$ cat config.mk
export PLATFORM = sky130hd
export DESIGN_NAME = sram_port_arbiter
export DESIGN_NICKNAME = d
export VERILOG_FILES = /design/src/rtl/sram_port_arbiter.sv
export SDC_FILE = /design/constraint.sdc
export NUM_CORES = 1
export LEC_CHECK = 0
export ABC_AREA = 0
export CAP_MARGIN = 10
export CORE_AREA = 2 2 147 149
export CTS_CLUSTER_SIZE = 24
export DETAILED_ROUTE_END_ITERATION = 16
export DIE_AREA = 0 0 149 151
export PLACE_DENSITY = 0.53
export SLEW_MARGIN = 20
export SYNTH_ARGS = -nofsm -noshare
export SYNTH_HDL_FRONTEND = slang
export SYNTH_SLANG_ARGS = --single-unit
$ cat constraint.sdc
create_clock -name clk_i -period 6.25 [get_ports clk_i]
set_clock_uncertainty 0.05 [all_clocks]
set_input_delay 0.9375 -clock clk_i [delete_from_list [all_inputs] [get_ports clk_i]]
set_output_delay 0.9375 -clock clk_i [all_outputs]
set_load 0.05 [all_outputs]
$ cat src/rtl/sram_port_arbiter.sv
// Arbiter for the single-port instruction/data SRAM: fetch, LSU and custom engine
// share one ram_1p through req/gnt/rvalid handshakes with aging and range checking.
module sram_port_arbiter #(
  parameter int unsigned MemSize  = 262144,
  parameter logic [31:0] MemStart = 32'h0000_0000,
  parameter int unsigned MaxWait  = 4
) (
  input  logic        clk_i,
  input  logic        rst_i,

  input  logic        instr_req_i,
  input  logic [31:0] instr_addr_i,
  output logic        instr_gnt_o,
  output logic        instr_rvalid_o,
  output logic [31:0] instr_rdata_o,
  output logic        instr_err_o,

  input  logic        data_req_i,
  input  logic        data_we_i,
  input  logic [3:0]  data_be_i,
  input  logic [31:0] data_addr_i,
  input  logic [31:0] data_wdata_i,
  output logic        data_gnt_o,
  output logic        data_rvalid_o,
  output logic [31:0] data_rdata_o,
  output logic        data_err_o,

  input  logic        cust_req_i,
  input  logic        cust_we_i,
  input  logic [31:0] cust_addr_i,
  input  logic [31:0] cust_wdata_i,
  output logic        cust_gnt_o,
  output logic        cust_rvalid_o,
  output logic [31:0] cust_rdata_o,

  output logic        mem_req_o,
  output logic        mem_we_o,
  output logic [3:0]  mem_be_o,
  output logic [31:0] mem_addr_o,
  output logic [31:0] mem_wdata_o,
  input  logic [31:0] mem_rdata_i
);

  typedef enum logic [1:0] {
    PORT_INSTR = 2'd0,
    PORT_DATA  = 2'd1,
    PORT_CUST  = 2'd2
  } port_e;

  localparam logic [31:0] AddrMask = ~(32'(MemSize) - 32'd1);
  localparam logic [3:0]  WaitMax  = 4'(MaxWait);

  logic [3:0]  wait_d, wait_c;
  logic        urg_d, urg_c;
  logic        any_gnt;
  port_e       sel;
  logic [31:0] sel_addr, sel_wdata;
  logic        sel_we;
  logic [3:0]  sel_be;
  logic        in_range;

  logic        rsp_valid_q, rsp_err_q;
  port_e       rsp_owner_q;

  // Urgent ports pre-empt the base instr > data > cust order.
  always_comb begin
    urg_d       = data_req_i && (wait_d == WaitMax);
    urg_c       = cust_req_i && (wait_c == WaitMax);
    any_gnt     = 1'b0;
    sel         = PORT_INSTR;
    instr_gnt_o = 1'b0;
    data_gnt_o  = 1'b0;
    cust_gnt_o  = 1'b0;
    if (!rst_i) begin
      if (urg_d) begin
        data_gnt_o = 1'b1;
        sel        = PORT_DATA;
      end else if (urg_c) begin
        cust_gnt_o = 1'b1;
        sel        = PORT_CUST;
      end else if (instr_req_i) begin
        instr_gnt_o = 1'b1;
        sel         = PORT_INSTR;
      end else if (data_req_i) begin
        data_gnt_o = 1'b1;
        sel        = PORT_DATA;
      end else if (cust_req_i) begin
        cust_gnt_o = 1'b1;
        sel        = PORT_CUST;
      end
      any_gnt = instr_gnt_o | data_gnt_o | cust_gnt_o;
    end
  end

  always_comb begin
    sel_addr  = instr_addr_i;
    sel_wdata = '0;
    sel_we    = 1'b0;
    sel_be    = '1;
    case (sel)
      PORT_DATA: begin
        sel_addr  = data_addr_i;
        sel_wdata = data_wdata_i;
        sel_we    = data_we_i;
        sel_be    = data_be_i;
      end
      PORT_CUST: begin
        sel_addr  = cust_addr_i;
        sel_wdata = cust_wdata_i;
        sel_we    = cust_we_i;
      end
      default: ;
    endcase
  end

  assign in_range    = (sel_addr & AddrMask) == MemStart;
  assign mem_req_o   = any_gnt && in_range;
  assign mem_we_o    = mem_req_o && sel_we;
  assign mem_be_o    = mem_req_o ? sel_be    : '0;
  assign mem_addr_o  = mem_req_o ? sel_addr  : '0;
  assign mem_wdata_o = mem_req_o ? sel_wdata : '0;

  always_ff @(posedge clk_i) begin
    if (rst_i) begin
      wait_d <= '0;
      wait_c <= '0;
    end else begin
      if (!data_req_i || data_gnt_o) wait_d <= '0;
      else if (wait_d != WaitMax)    wait_d <= wait_d + 4'd1;
      if (!cust_req_i || cust_gnt_o) wait_c <= '0;
      else if (wait_c != WaitMax)    wait_c <= wait_c + 4'd1;
    end
  end

  always_ff @(posedge clk_i) begin
    if (rst_i) begin
      rsp_valid_q <= 1'b0;
      rsp_owner_q <= PORT_INSTR;
      rsp_err_q   <= 1'b0;
    end else begin
      rsp_valid_q <= any_gnt;
      rsp_owner_q <= sel;
      rsp_err_q   <= any_gnt && !in_range;
    end
  end

  // Gating with rst_i drops a response already registered when reset arrives.
  always_comb begin
    instr_rvalid_o = rsp_valid_q && !rst_i && (rsp_owner_q == PORT_INSTR);
    data_rvalid_o  = rsp_valid_q && !rst_i && (rsp_owner_q == PORT_DATA);
    cust_rvalid_o  = rsp_valid_q && !rst_i && (rsp_owner_q == PORT_CUST);
    instr_err_o    = instr_rvalid_o && rsp_err_q;
    data_err_o     = data_rvalid_o && rsp_err_q;
    instr_rdata_o  = (instr_rvalid_o && !rsp_err_q) ? mem_rdata_i : '0;
    data_rdata_o   = (data_rvalid_o  && !rsp_err_q) ? mem_rdata_i : '0;
    cust_rdata_o   = (cust_rvalid_o  && !rsp_err_q) ? mem_rdata_i : '0;
  end

endmodule

==> impl_metrics.tcl <==
set metrics [dict create \
    status "finished, final reports clean" \
    synthFlopType "dfxtp_1" \
    areaGrowthSynthToFinish_pct 135.8 \
    clock_path_buffers 2 \
    vias 4021 \
    die_area_um2 22500 \
    ys_async_sr_fraction 0 \
    fmax_mhz 177.7 \
    grt_pass1_wl_um 23410 \
    cpMaxStageDelayCell "clkdlybuf4s50_1" \
    fin_nets 936 \
    port_buffers 362 \
    wl_per_cell_um 16.76 \
    postCtsHoldBufs 0 \
    synthXorXnorAreaFrac 0.009235 \
    place_hpwl_um 14600 \
    antenna_cells 0 \
    finalSetupViolCount 0 \
    finalWeightedCongestion 0.7499 \
    multi_input_area_um2 2355 \
    layout-drive-gt1-share 0.1419 \
    rsz0062_at_grt "false" \
    viasPerCell 4.017 \
    totalWireLength_um 16780 \
    crit_path_start_kind "input port" \
    finalCritPeriodShare 0.9006 \
    h-tree-depth 1 \
    critPathMaxFanout 35 \
    synth_seq_cells 12 \
    worst_slew_pin_slew_ps 637.0 \
    fin_ws_ps 621.4 \
    stdcell_area_um2 6708 \
    cts-resized-gates 0 \
    slew_viol_final 0 \
    row_count 53 \
    p_leak_nw 2.208 \
    grt.met2_usage 0.2502 \
    regArea_um2 240.2 \
    crit_chain "clkdlybuf4s50_1, and4b_1, nor2_1, o21ba_2, ha_2, o41ai_1, o31a_1, nand3_4, nor3_1, clkdlybuf4s50_1" \
    ant_nets 0 \
    grt_pass1_vias 3873 \
    die_x_um 149 \
    hp-class "reg2reg" \
    worstSetupPathType "in2out" \
    synth_edf_count 0 \
    postPlaceCellArea_um2 6619 \
    synthAdderAreaFrac 0.02639 \
    layout_commonest_cell "clkdlybuf4s50_1" \
    synthSimpleGateAreaFrac 0.5365 \
    die_height_um 151 \
    first_iter_violations 125 \
    final_hold_viol_count 0 \
    relSlewSlack 0.5753 \
    grt_start_max_net_pins 37 \
    pre_cts_slack_ps 598.2 \
    syn_inst 389 \
    power_density_nw_per_um2 77.13 \
    n_fill_cell 2271 \
    use_met1 0.1676 \
    cts_tree "built" \
    syn_area_um2 2845 \
    drv_cap 0 \
    clk_latency_ps 230 \
    cts.sinks 12 \
    min_period_ps 5629 \
    cts-root-buf "clkbuf_16" \
    synthMuxAreaShare 0 \
    synth-compound-area-share 0.2291 \
    crit_path_max_incr_delay_ps 850 \
    critPathCaptureType "primary output" \
    core_region_area_um2 20820 \
    cp_common_cell "clkdlybuf4s50_1" \
    synth.distinct_cells 44 \
    synth_top_family_by_area "simple AND/OR/NAND/NOR gates" \
    avgSynthCellArea_um2 7.314 \
    postCtsSetupBuffers 0 \
    firstDrtPassIters 4 \
    grt_use_met3 0.03012 \
    grt_overflow_total 0 \
    drc 0 \
    cp.arrival_ps 4640 \
    final_cell_mix "339 x clkdlybuf4s50_1, 98 x and2_1, 51 x a22oi_1" \
    numCtsBuffers 3 \
    required_ps 5260 \
    initial_core_util 0.1366 \
    grtUsageTotal 0.1360 \
    tns_ps 0 \
    yosysSeqAreaShare 0.08443 \
    busiest_layer "met2" \
    peakVddDrop_mv 0.09691 \
    antenna_found_initial 0 \
    yosys_warnings 0 \
    path_clk_slew_ps 40 \
    pin_count 377 \
]
-- layer usage --
| layer | vias up | routed length, um |
|---|---|---|
| met5 | - | 0 |
| met3 | 6 | 1389 |
| met2 | 233 | 8553 |
| met1 | 1749 | 6704 |
| met4 | 0 | 128 |
| li1 | 2033 | - |
-- Yosys cell counts (2+ instances only) --
library cell | instances | area share
and2_1 | 98 | 0.22
nor4_1 | 4 | 0.0088
a22oi_1 | 51 | 0.13
buf_4 | 14 | 0.037
inv_1 | 7 | 0.0092
or4_1 | 3 | 0.0079
buf_1 | 2 | 0.0026
nor4bb_1 | 2 | 0.0070
nor3_1 | 10 | 0.018
nand3_1 | 3 | 0.0053
nor3_2 | 49 | 0.17
o21ba_2 | 3 | 0.011
nor2b_1 | 3 | 0.0066
nor2_1 | 32 | 0.042
nor3b_1 | 3 | 0.0079
a21oi_1 | 23 | 0.040
dfxtp_1 | 12 | 0.084
buf_6 | 5 | 0.020
clkbuf_1 | 23 | 0.030
xnor2_1 | 3 | 0.0092
ha_1 | 6 | 0.026
o41ai_1 | 2 | 0.0062
nor4b_1 | 3 | 0.0092
buf_2 | 8 | 0.014
-- state kept, by name, summed over array words and instances, names as in the netlist --
name	cells
rsp_valid_q	1
rsp_owner_q	2
wait_d	4
rsp_err_q	1
wait_c	4
-- power breakdown --
group          leakage (nW)  switching, mW  internal (mW)
Sequential           0.0980        0.00215         0.0791
Combinational          2.07          0.151          0.157
Clock                0.0442         0.0315         0.0964
Total                  2.21          0.185          0.333
-- final cells by class --
cell class,instances,share of cell area
multi-input combinational,331,0.3511
timing repair buffer,372,0.5447
sequential,12,0.03581
tap,275,0.05130
inverter,7,0.003917
clock buffer,4,0.01324
-- stage by stage --
| stage | cells | hold WS (ps) | util | power [mW] |
|---|---|---|---|---|
| finish | 1001 | 447.7 | 0.3221 | 0.5174 |
| CTS | 1001 | 450.2 | 0.3221 | 0.5229 |
| global placement | 997 | 432.7 | 0.3179 | 0.3926 |
| floorplan | 402 | 406.4 | - | 0.2232 |
| detailed placement | 997 | 444.1 | 0.3179 | 0.3933 |
| global route | 1001 | 474.1 | 0.3221 | 0.5449 |
-- critical path: cells and delay by family --
family                     cells  cell delay [ps]
buffers and inverters          2             1330
adders and majority gates      1              320
and+or+nand+nor                4             1450
AOI/OAI and AO/OA              3              580
-- path summary, 6_finish.rpt --
path	to	cells after the start	from	slack, ps
worst max register to register	rsp_err_q	12	wait_d[0]	2850
worst max-delay path	mem_wdata_o[0]	10	cust_req_i	620
worst min-delay path	wait_d[0]	1	wait_d[0]	450
worst min register to register	wait_d[0]	1	wait_d[0]	450
-- kinds of logic (layout without fill, tap and decap cells) --
family / Yosys count / count (layout)
simple gates: 222 / 222
compound gates: 86 / 86
buf+inv: 59 / 383
flops: 12 / 12
fa+ha+maj: 6 / 6
xor+xnor: 3 / 3
other cells: 1 / 14
Power figures use the tool's default switching activity.
